==> config.mk <==
export PLATFORM = sky130hd
export DESIGN_NAME = bf_weight_loader
export DESIGN_NICKNAME = d
export VERILOG_FILES = /design/src/rtl/bf_weight_loader.sv
export SDC_FILE = /design/constraint.sdc
export NUM_CORES = 1
export LEC_CHECK = 0
export CAP_MARGIN = 5
export CORE_ASPECT_RATIO = 1.25
export CORE_MARGIN = 3
export CORE_UTILIZATION = 51
export DETAILED_ROUTE_END_ITERATION = 6
export PLACE_DENSITY = 0.85
export SYNTH_ARGS = -nofsm -noshare
export SYNTH_HDL_FRONTEND = slang
export SYNTH_SLANG_ARGS = --single-unit
==> constraint.sdc <==
create_clock -name CLOCK -period 1.9 [get_ports CLOCK]
set_clock_uncertainty 0.2 [all_clocks]
set_input_delay 0.285 -clock CLOCK [delete_from_list [all_inputs] [get_ports CLOCK]]
set_output_delay 0.285 -clock CLOCK [all_outputs]
set_load 0.02 [all_outputs]
==> src/rtl/bf_weight_loader.sv <==
// Purpose: SPI-loaded beam weights for 8 elements, double-buffered (shadow/active), swapped on a sample boundary.
// Latency: frame decoded 4 CLOCK cycles after SS rises at the pin; commit loads 1..(strobe period + 1) cycles after WAIT.
// Backpressure: none; frames are accepted at any time and a COMMIT arriving while one is pending merges into it.
module bf_weight_loader #(
    parameter int N_ELEM     = 8,
    parameter int W_WIDTH    = 5,
    parameter int FRAME_BITS = 32
) (
    input  logic                      CLOCK,
    input  logic                      RESET_N,
    input  logic                      SCLK,
    input  logic                      MOSI,
    input  logic                      SS,
    input  logic                      SAMPLE_STROBE,
    output logic [N_ELEM*W_WIDTH-1:0] W_COS_1,
    output logic [N_ELEM*W_WIDTH-1:0] W_SIN_1,
    output logic [N_ELEM*W_WIDTH-1:0] W_COS_2,
    output logic [N_ELEM*W_WIDTH-1:0] W_SIN_2,
    output logic                      CFG_BUSY,
    output logic                      COMMIT_DONE,
    output logic                      FRAME_ERR
);

    localparam int CNT_W = $clog2(FRAME_BITS + 2);
    localparam logic [W_WIDTH-1:0] COS_RST = {1'b0, {(W_WIDTH-1){1'b1}}};

    typedef enum logic [1:0] {CMD_NOP, CMD_WRITE, CMD_COMMIT, CMD_CLEAR} cmd_t;
    typedef enum logic [1:0] {ST_IDLE, ST_WAIT, ST_LOAD} state_t;

    // Banks 0/2 are cos (unity-ish magnitude at reset), banks 1/3 are sin (zero) -> broadside beam.
    function automatic logic [W_WIDTH-1:0] rst_weight(input int b);
        return (b % 2 == 0) ? COS_RST : '0;
    endfunction

    logic [1:0]            sclk_sync, mosi_sync, ss_sync;
    logic                  sclk_prev, ss_prev;
    logic                  sclk_rise, ss_fall, ss_rise;
    logic [FRAME_BITS-1:0] shift_dat;
    logic [CNT_W-1:0]      bit_cnt;
    logic                  frame_vld;
    cmd_t                  cmd;
    logic [1:0]            bank;
    logic [2:0]            idx;
    logic [W_WIDTH-1:0]    weight;
    logic                  idx_ok, wr_en, commit_req;
    logic                  unused_bits;
    logic [W_WIDTH-1:0]    shadow [4][N_ELEM];
    logic [W_WIDTH-1:0]    active [4][N_ELEM];
    state_t                state, state_nxt;

    assign sclk_rise = sclk_sync[1] & ~sclk_prev & ~ss_sync[1];
    assign ss_fall   = ~ss_sync[1] & ss_prev;
    assign ss_rise   = ss_sync[1] & ~ss_prev;

    // The shift register holds still while SS is high, so the frame is decoded straight from it.
    assign cmd         = cmd_t'(shift_dat[31:30]);
    assign bank        = shift_dat[29:28];
    assign idx         = shift_dat[26:24];
    assign weight      = shift_dat[W_WIDTH-1:0];
    assign idx_ok      = ({29'd0, idx} < 32'(N_ELEM));
    assign wr_en       = frame_vld && (cmd == CMD_WRITE) && idx_ok;
    assign commit_req  = frame_vld && (cmd == CMD_COMMIT);
    assign unused_bits = ^{shift_dat[27], shift_dat[23:W_WIDTH]};

    // Two-flop synchronizers plus one delayed copy for edge detection.
    always_ff @(posedge CLOCK or negedge RESET_N) begin
        if (!RESET_N) begin
            sclk_sync <= 2'b00;
            mosi_sync <= 2'b00;
            ss_sync   <= 2'b11;
            sclk_prev <= 1'b0;
            ss_prev   <= 1'b1;
        end else begin
            sclk_sync <= {sclk_sync[0], SCLK};
            mosi_sync <= {mosi_sync[0], MOSI};
            ss_sync   <= {ss_sync[0], SS};
            sclk_prev <= sclk_sync[1];
            ss_prev   <= ss_sync[1];
        end
    end

    // Frame assembly: MSB-first shift, saturating bit count, length check when SS releases.
    always_ff @(posedge CLOCK or negedge RESET_N) begin
        if (!RESET_N) begin
            shift_dat <= '0;
            bit_cnt   <= '0;
            frame_vld <= 1'b0;
            FRAME_ERR <= 1'b0;
        end else begin
            frame_vld <= ss_rise && (bit_cnt == CNT_W'(FRAME_BITS));
            FRAME_ERR <= (ss_rise && (bit_cnt != CNT_W'(FRAME_BITS))) ||
                         (frame_vld && (cmd == CMD_WRITE) && !idx_ok);
            if (ss_fall) begin
                shift_dat <= '0;
                bit_cnt   <= '0;
            end else if (sclk_rise) begin
                shift_dat <= {shift_dat[FRAME_BITS-2:0], mosi_sync[1]};
                if (bit_cnt != CNT_W'(FRAME_BITS + 1))
                    bit_cnt <= bit_cnt + CNT_W'(1);
            end
        end
    end

    // Shadow bank: WRITE updates one element, CLEAR restores every shadow element to its reset value.
    always_ff @(posedge CLOCK or negedge RESET_N) begin
        if (!RESET_N) begin
            for (int b = 0; b < 4; b++)
                for (int k = 0; k < N_ELEM; k++)
                    shadow[b][k] <= rst_weight(b);
        end else if (frame_vld && (cmd == CMD_CLEAR)) begin
            for (int b = 0; b < 4; b++)
                for (int k = 0; k < N_ELEM; k++)
                    shadow[b][k] <= rst_weight(b);
        end else if (wr_en) begin
            for (int k = 0; k < N_ELEM; k++)
                if (idx == 3'(k))
                    shadow[bank][k] <= weight;
        end
    end

    // Active bank copies the shadow at the end of LOAD, so a decode in that same cycle is not included.
    always_ff @(posedge CLOCK or negedge RESET_N) begin
        if (!RESET_N) begin
            for (int b = 0; b < 4; b++)
                for (int k = 0; k < N_ELEM; k++)
                    active[b][k] <= rst_weight(b);
        end else if (state == ST_LOAD) begin
            for (int b = 0; b < 4; b++)
                for (int k = 0; k < N_ELEM; k++)
                    active[b][k] <= shadow[b][k];
        end
    end

    // Commit FSM state register.
    always_ff @(posedge CLOCK or negedge RESET_N) begin
        if (!RESET_N) state <= ST_IDLE;
        else          state <= state_nxt;
    end

    // Commit FSM: a strobe in the decode cycle is seen in IDLE and ignored; COMMIT in WAIT merges.
    always_comb begin
        state_nxt   = state;
        CFG_BUSY    = 1'b0;
        COMMIT_DONE = 1'b0;
        case (state)
            ST_IDLE: if (commit_req) state_nxt = ST_WAIT;
            ST_WAIT: begin
                CFG_BUSY = 1'b1;
                if (SAMPLE_STROBE) state_nxt = ST_LOAD;
            end
            ST_LOAD: begin
                CFG_BUSY    = 1'b1;
                COMMIT_DONE = 1'b1;
                state_nxt   = commit_req ? ST_WAIT : ST_IDLE;
            end
            default: state_nxt = ST_IDLE;
        endcase
    end

    for (genvar k = 0; k < N_ELEM; k++) begin : g_out
        assign W_COS_1[k*W_WIDTH +: W_WIDTH] = active[0][k];
        assign W_SIN_1[k*W_WIDTH +: W_WIDTH] = active[1][k];
        assign W_COS_2[k*W_WIDTH +: W_WIDTH] = active[2][k];
        assign W_SIN_2[k*W_WIDTH +: W_WIDTH] = active[3][k];
    end

endmodule

### Word level (Yosys, flattened, before mapping)

Cells that the tools add are included.

* add/subtract/negate cells: 1
* reduce and logical (&&, ||, !) cells: 14
* multiplexer cells: 59
* shifts and indexed selects: 0
* $mul: 0
* div/mod/pow operators: 0
* bitwise gates (word level): 8
* $lt $le $gt $ge: 2
* equal/unequal tests: 17

Operators by type and width (count)
* 160-bit two-way mux: 24
* 160-bit bitwise mux: 8
* 40-bit demux with 2-bit select: 8
* 32-bit two-way mux: 2
* 40-bit two-way mux: 1
* 35-bit two-way mux: 1
* 30-bit two-way mux: 1
* 25-bit two-way mux: 1
* 20-bit two-way mux: 1
* 6-bit two-way mux: 3
* 15-bit two-way mux: 1
* 3-bit equality test (second input constant): 4
* 6-bit != test (second input constant): 2
* 10-bit two-way mux: 1
* 6-bit by 1-bit adder with 6-bit output (second input constant): 1
* 2-bit equality test (second input constant): 3
* 3-bit by 2-bit equality test with 1-bit output (second input constant): 2
* 6-bit equality test (second input constant): 1
* 1-bit logical AND: 6
* 2-bit case mux with 3 select lines: 1
* 2-bit nonzero test: 3
* 5-bit two-way mux: 1
* 1-bit bitwise AND: 4
* 2-bit by 1-bit equality test with 1-bit output (second input constant): 2
* 12 further kinds: 19

* input bits: 6
* latch bits: 0
* register bits: 370
* bits in read-only memories: 0
* memory bits (writable): 0
* logic and storage cells: 175
* output and inout port bits: 163
* memories: 0

### Depth between registers and ports, before layout

Gate-level depths: netlist of run 1.

* depth after elaboration: 37
* mapped depth: 7
* gate-level depth less buffers: 6

### Worst setup path before layout of run 1

No wires, ideal clock.

* kind: register -> register
* start point: register state[0]
* end point: register active, in the netlist W_SIN_1[0]
* arrival: 1.819 ns
* path slack: -0.244 ns
* data required time: 1.575 ns
* library setup time: 0.125 ns
* period minus slack after synthesis: 2.144 ns
* stages on the path, launching flop included: 7
* path buffers: 3
* cells stage by stage: dfrtp_1 inv_1 ha_1 clkbuf_1 clkbuf_1 buf_2 mux2_2

* cells in the longest elaborated chain, start to end: 1

RTL lines
* from (decl): RTL line 49 `state_t state, state_nxt;`
* from (signal assigned): RTL line 137 `else state <= state_nxt;`
* 2-bit equality test: RTL line 127 `end else if (state == ST_LOAD) begin`
* to (signal, indexed assignment): RTL line 126 `active[b][k] <= rst_weight(b);`
* to (signal, indexed assignment): RTL line 130 `active[b][k] <= shadow[b][k];`
* to (decl): RTL line 48 `logic [W_WIDTH-1:0] active [4][N_ELEM];`

No other way between the ends.
A chain may end at the register's enable or synchronous reset.

### Worst setup path after layout of run 1

* start point: register shift_dat[28]
* end point: register shadow[54] (netlist name)

* cells in the longest elaborated chain, start to end: 34
* elaborated cells between the ends (all ways): 45
* classes of those cells: order compare (2); mux (41); bitwise (1); reduce/logical (1)

RTL lines
* from (decl): RTL line 38 `logic [FRAME_BITS-1:0] shift_dat;`
* from (signal assigned): RTL line 97 `shift_dat <= {shift_dat[FRAME_BITS-2:0], mosi_sync[1]};`
* 2-bit inverter with 3-bit output (implied by the code) *: RTL line 117 `shadow[bank][k] <= weight;`
* 40-bit demux with 2-bit select: RTL line 117
* 160-bit bitwise mux: RTL line 117
* 160-bit two-way mux: RTL line 116 `if (idx == 3'(k))`
* 160-bit two-way mux: RTL line 114 `end else if (wr_en) begin`
* 160-bit two-way mux: RTL line 110 `end else if (frame_vld && (cmd == CMD_CLEAR)) begin`
* 160-bit bitwise mux: RTL line 117
* 160-bit two-way mux: RTL line 116
* (+18 left out)
* 160-bit bitwise mux: RTL line 117
* 160-bit two-way mux: RTL line 116
* 160-bit two-way mux: RTL line 114
* 160-bit two-way mux: RTL line 110
* 160-bit bitwise mux: RTL line 117
* 160-bit two-way mux *: RTL line 116
* 160-bit two-way mux *: RTL line 114
* 160-bit two-way mux *: RTL line 110
* to (signal, indexed assignment): RTL line 109 `shadow[b][k] <= rst_weight(b);`
* to (signal, indexed assignment): RTL line 113 `shadow[b][k] <= rst_weight(b);`
* to (signal, indexed assignment): RTL line 117
* to (decl): RTL line 47 `logic [W_WIDTH-1:0] shadow [4][N_ELEM];`

Mark *: on every way between the ends. The rest lies on a longest branch, timed or not. The select of a mux whose other input is x is not followed.

==> flow_metrics.tcl, run 1 <==
set metrics [dict create \
    layout-drive-gt1-share 0.313 \
    cts.sinks 370 \
    drc 0 \
    dpl.hpwl_um 25400 \
    die_height_um 202 \
    core_um2 30200 \
    antenna_left 0 \
    cp_top_family "flip-flops" \
    cts_root_buf "clkbuf_16" \
    power.leakage_nw 8.86 \
    fin_crit_sh 0.990 \
    initial_core_util 0.520 \
    ys.flop_type "dfrtp_1" \
    worst_hold_startpoint "MOSI" \
    power_frac_seq 0.479 \
    synth_cell_types 60 \
    fp.dieW_um 163 \
    regToRegStartpoint "shift_dat[28]" \
    r2r_cells 6 \
    slew_viol_final 0 \
    cpPeakStageDelay_ns 0.44 \
    gp_congestion 0.804 \
    drt-vias-per-instance 5.84 \
    hold_viol 0 \
    p_total_mw 16.6 \
    min_period_ns 1.88 \
    ir_drop_v 0.000495 \
    grtUsageTotal 0.232 \
    avgSynthCellArea_um2 11.9 \
    internal_power_mw 12.9 \
    drt_pass1_iterations 5 \
    grt_pass1_vias 11514 \
    critPathBufInv 2 \
    start_kind "flop" \
    crit_required_ns 2.08 \
    grt_max_degree 90 \
    synth_fp_nets 1332 \
    antenna_found_initial 0 \
    clkLatencyLatePin_ns 0.51 \
    rows 71 \
    num_vias 11278 \
    drtIter0Drc 896 \
    synth-seq-area-share 0.600 \
    io_pins 169 \
    powerDensity_nw_per_um2 854 \
    cts_tree "done" \
    hold_end "mosi_sync[0]" \
    p_switching_mw 3.74 \
    path_clk_slew_ns 0.07 \
    synth-async-reset-ratio 1.00 \
    tightest_slew_ns 0.646 \
    max_cap_violations 0 \
    crit_path_end_kind "flop" \
    reg2reg_setup_slack_ns 0.02 \
    rsz0062_at_grt "yes" \
    wl_per_cell_um 20.1 \
    grt_pass1_wl_um 61500 \
    ys_warn_count 0 \
    synth_edf_count 0 \
    max_freq_mhz 532 \
    status "finished clean" \
    synth_seq_cells 370 \
    area_delta_synth_final_pct 23.8 \
    pwr-share-clk 0.434 \
    h-tree-depth 2 \
    crit_top_cell "buf_4" \
    hold_path_class "input pin to flop" \
    die_area_um2 33000 \
    worst_ep_arrival_time_ns 2.06 \
    final_util 0.644 \
    max_slew_margin 0.569 \
    num_antenna_cells 0 \
    setup_tns_ns 0 \
    numCtsBuffers 35 \
    wl_um 38900 \
    nets 1519 \
    cp_cell_sequence "buf_4, nor2b_1, buf_4, nand2_1, a22oi_1, o21ai_0" \
    netlist_area_um2 15700 \
    grt_overflow 0 \
    synthCells 1318 \
    port_buffers 168 \
    r2r-end "shadow[54]" \
    hold_slack_ns 0.0158 \
    hold_path_depth 1 \
    combPwrFrac 0.087 \
    power.share.switching 0.225 \
    setup_violations 0 \
    path_max_fanout 9 \
    cpMaxStageDelayCell "dfrtp_1" \
    crit_type "flop to flop" \
    cts_buffer_depth 3 \
]
[how the worst max path moves through the flow]
stage | from | end | cells past startpoint
2_1_floorplan | state[0] | W_COS_1[14] | 5
3_3_place_gp | shift_dat[25] | shadow[99] | 5
3_5_place_dp | shift_dat[25] | shadow[97] | 5
4_1_cts | W_COS_1[6] | W_COS_1[6] | 1
5_1_grt | shift_dat[24] | shadow[150] | 6
6_report | shift_dat[28] | shadow[54] | 6
[cell type report]
| class | instances | area [um^2] |
|---|---|---|
| tap | 401 | 502 |
| multi-input combinational | 839 | 5850 |
| sequential | 370 | 9430 |
| clock buffer | 55 | 1110 |
| fill | 2164 | 10800 |
| inverter | 4 | 15.0 |
| clock inverter | 8 | 95.1 |
| timing repair buffer | 255 | 2430 |
[sequential cells by signal (all words and copies together), names as in the netlist]
register   cells
W_SIN_1       40
state          2
shadow       160
mosi_sync      2
frame_vld      1
sclk_sync      2
W_SIN_2       40
W_COS_2       40
ss_sync        2
shift_dat     32
bit_cnt        6
ss_prev        1
W_COS_1       40
sclk_prev      1
FRAME_ERR      1
[metal layers]
metal | part of all wire | GRT usage | up-vias
met4 | 0.043 | 0.102 | 0
met3 | 0.062 | 0.0390 | 106
met1 | 0.39 | 0.289 | 5745
met5 | 0 | 0 | -
met2 | 0.51 | 0.396 | 405
li1 | - | - | 5022
[metrics by stage]
step	setup slack [ns]	instance area (um^2)	instances
floorplan	0.00249	15700	1318
global placement	-0.00761	18300	1861
detailed placement	-0.0867	18300	1861
CTS	0.0000825	19300	1927
global route	-0.0566	19400	1932
finish	0.0186	19400	1932
[synth_stat cells, types with 3 or more instances]
library cell / n / share of area
xor2_1: 3 / 0.0017
and2_1: 3 / 0.0012
ha_1: 8 / 0.0064
dfrtp_1: 239 / 0.38
a21oi_1: 40 / 0.013
a221oi_1: 32 / 0.018
nand2_1: 180 / 0.043
nor2b_1: 4 / 0.0016
o21ai_0: 83 / 0.026
inv_1: 4 / 0.00096
dfstp_2: 131 / 0.22
o21ai_1: 7 / 0.0022
mux2_2: 160 / 0.11
o22ai_1: 8 / 0.0032
a22oi_1: 18 / 0.0086
nor3_2: 3 / 0.0019
and3b_1: 3 / 0.0017
o2bb2ai_1: 8 / 0.0045
nor3b_2: 3 / 0.0024
buf_6: 5 / 0.0036
a311oi_1: 24 / 0.013
nand4_1: 3 / 0.0012
and3_1: 5 / 0.0020
and2_0: 6 / 0.0024
nor2_1: 105 / 0.025
nor3_1: 29 / 0.0092
buf_4: 9 / 0.0043
mux2i_1: 60 / 0.038
nand3_1: 6 / 0.0019
nand3b_1: 5 / 0.0024
clkbuf_1: 49 / 0.012
buf_2: 40 / 0.013
[power by group through the flow]
stage	combinational, mW	clock [mW]	sequential, mW
after floorplan	0.889	0	8.08
after global placement	1.40	0	8.08
after detailed placement	1.43	0	8.08
after CTS	1.42	7.31	7.95
after global routing	1.54	7.66	7.95
final	1.45	7.20	7.95
[logic make-up (layout without fill, tap and decap cells)]
family | count (synthesis) | count (layout) | share of synthesized area
compound gates | 233 | 233 | 0.0959
mux | 220 | 220 | 0.153
fa+ha+maj | 8 | 8 | 0.00637
buf+inv | 109 | 322 | 0.0340
simple gates | 374 | 374 | 0.109
xor+xnor | 4 | 4 | 0.00223
flops | 370 | 370 | 0.600
[timing repair]
| action | CTS | global route |
|---|---|---|
| endpoints found under the setup margin | 187 | 107 |
| pin swaps | 1 | 5 |
| resized for setup | 185 | 32 |
| endpoints found under the hold margin | 344 | 0 |
| buffers inserted | 0 | 5 |
| hold buffers | 3 | 0 |
[cell usage in the layout (no fill, tap or decap), drive strengths merged, types with 58 or more instances in the layout]
cell / n
clkbuf: 58
nand2: 181
mux2: 160
dfrtp: 239
dlygate4sd2: 149
nor2: 107
mux2i: 60
dfstp: 131
o21ai: 90
buf: 86
(Power assumes the default switching activity.)
==> inputs of run 2 (changes only) <==
SETUP_SLACK_MARGIN = 0.5   (was default)
==> flow_metrics.tcl, run 2 (synthesis results as in run 1) <==
set metrics [dict create \
    grt_pass1_wl_um 66200 \
    hold_viol 0 \
    core_um2 30200 \
    p_total_mw 18.5 \
    wl_um 62800 \
    layout_common_cells "230 x dfrtp_1, 212 x buf_6, 162 x nand2_1, 131 x dfstp_2, 106 x mux2_4" \
    h-tree-depth 2 \
    crit_type "flop to flop" \
    r2r_cells 3 \
    postPlaceCellArea_um2 18500 \
    reg2reg_setup_slack_ns -0.19 \
    antenna_left 0 \
    die_area_um2 33000 \
    place_ws_ns -0.0501 \
    gp_congestion 0.873 \
    power.share.switching 0.256 \
    fp.dieW_um 163 \
    grt_overflow 0 \
    drc 0 \
    worst_hold_startpoint "MOSI" \
    path_max_fanout 8 \
    rsz0062_at_grt "yes" \
    crit_required_ns 2.12 \
    clkLatencyLatePin_ns 0.53 \
    dpl.hpwl_um 26800 \
    cpMaxStageDelayCell "o21ai_1" \
    stdcell_area_um2 23500 \
    antenna_found_initial 0 \
    max_slew_margin 0.307 \
    drtIter0Drc 1592 \
    cts_root_buf "clkbuf_16" \
    power_frac_seq 0.430 \
    max_freq_mhz 477 \
    hold_path_class "input pin to flop" \
    setup_violations 35 \
    status "finished with violations" \
    worst_slack_ns -0.195 \
    grtUsageTotal 0.251 \
    powerDensity_nw_per_um2 786 \
    grt_max_degree 54 \
    die_height_um 202 \
    num_vias 13930 \
    internal_power_mw 13.8 \
    combPwrFrac 0.170 \
    io_pins 169 \
    num_antenna_cells 0 \
    regMostFlops "shadow" \
    critPathBufInv 0 \
    numCtsBuffers 36 \
    layout-drive-gt1-share 0.550 \
    ir_drop_v 0.000689 \
    hold_end "mosi_sync[0]" \
    slew_viol_final 0 \
    worst_ep_arrival_time_ns 2.32 \
    violations "setup timing" \
    p_switching_mw 4.74 \
    cts.sinks 370 \
    final_util 0.779 \
    cts_tree "done" \
    area_delta_synth_final_pct 49.8 \
    cts_buffer_depth 3 \
    cp_top_family "compound AO/OA/AOI/OAI gates" \
    pwr-share-clk 0.400 \
    dp.cells 1857 \
    nets 1676 \
    rows 71 \
    tightest_slew_ns 1.03 \
    regToRegStartpoint "shift_dat[31]" \
    max_cap_violations 0 \
    wl_per_cell_um 30.0 \
    cp_cell_sequence "o21ai_1, nand2_1, o21ai_0" \
    min_period_ns 2.09 \
    crit_path_end_kind "flop" \
    finalNonFillerCells 2089 \
    drt-vias-per-instance 6.67 \
    cpPeakStageDelay_ns 0.84 \
    power.leakage_nw 10.0 \
    grt_pass1_vias 12211 \
    largest_register_ffs 160 \
    start_kind "flop" \
    setup_tns_ns -1.86 \
    final_common_cell "dfrtp_1" \
    r2r-end "shadow[149]" \
    path_clk_slew_ns 0.07 \
    hold_path_depth 1 \
    initial_core_util 0.520 \
    drt_pass1_iterations 6 \
    fin_crit_sh 1.10 \
    port_buffers 168 \
    hold_slack_ns 0.00598 \
]
[run 2: changes by cell type in the layout (fill, tap and decap cells not counted), sizes merged, moves of 2 or more]
cell | before | now
dlygate4sd2 | 149 | 9
clkinv | 4 | 2
buf | 86 | 363
clkbuf | 58 | 85
and3 | 5 | 7
clkdlybuf4s15 | 10 | 1
[run 2: how the worst max path moves through the flow]
stage / from / end / slack (ns) / cells past startpoint
floorplan: state[0] / W_SIN_1[0] / 0.17 / 6
global placement: shift_dat[28] / shadow[144] / 0.06 / 4
detailed placement: shift_dat[28] / shadow[149] / -0.05 / 4
CTS: state[0] / CFG_BUSY / 0.04 / 3
global route: shift_dat[31] / shadow[149] / -0.20 / 3
finish: shift_dat[31] / shadow[149] / -0.19 / 3
[run 2: what timing repair did]
action	in CTS	in global routing
buffers inserted	37	80
setup endpoints to repair	524	525
hold buffers	2	0
gates cloned	3	46
resized for setup	962	405
endpoints found under the hold margin	251	0
pin swaps	2	96
[run 2: per-layer routing]
layer / global-route usage / up-vias / share of wire
met5: 0 / - / 0
met4: 0.104 / 0 / 0.096
met3: 0.0439 / 464 / 0.096
met2: 0.435 / 1207 / 0.47
met1: 0.310 / 6929 / 0.33
li1: - / 5330 / -
[run 2: power by group through the flow]
stage / registers, mW / clock network [mW] / logic (mW)
floorplan: 8.08 / 0 / 1.04
global placement: 8.08 / 0 / 1.42
detailed placement: 8.08 / 0 / 1.44
CTS: 7.95 / 7.16 / 1.68
global route: 7.95 / 7.72 / 3.20
finish: 7.95 / 7.40 / 3.15
[run 2: cell type report]
class | instances | area (um^2)
Sequential cell | 370 | 9440
Clock inverter | 8 | 101
Fill cell | 1343 | 6680
Clock buffer | 56 | 1060
Tap cell | 401 | 502
Inverter | 4 | 15.0
Timing Repair Buffer | 409 | 5150
Multi-Input combinational cell | 841 | 7260
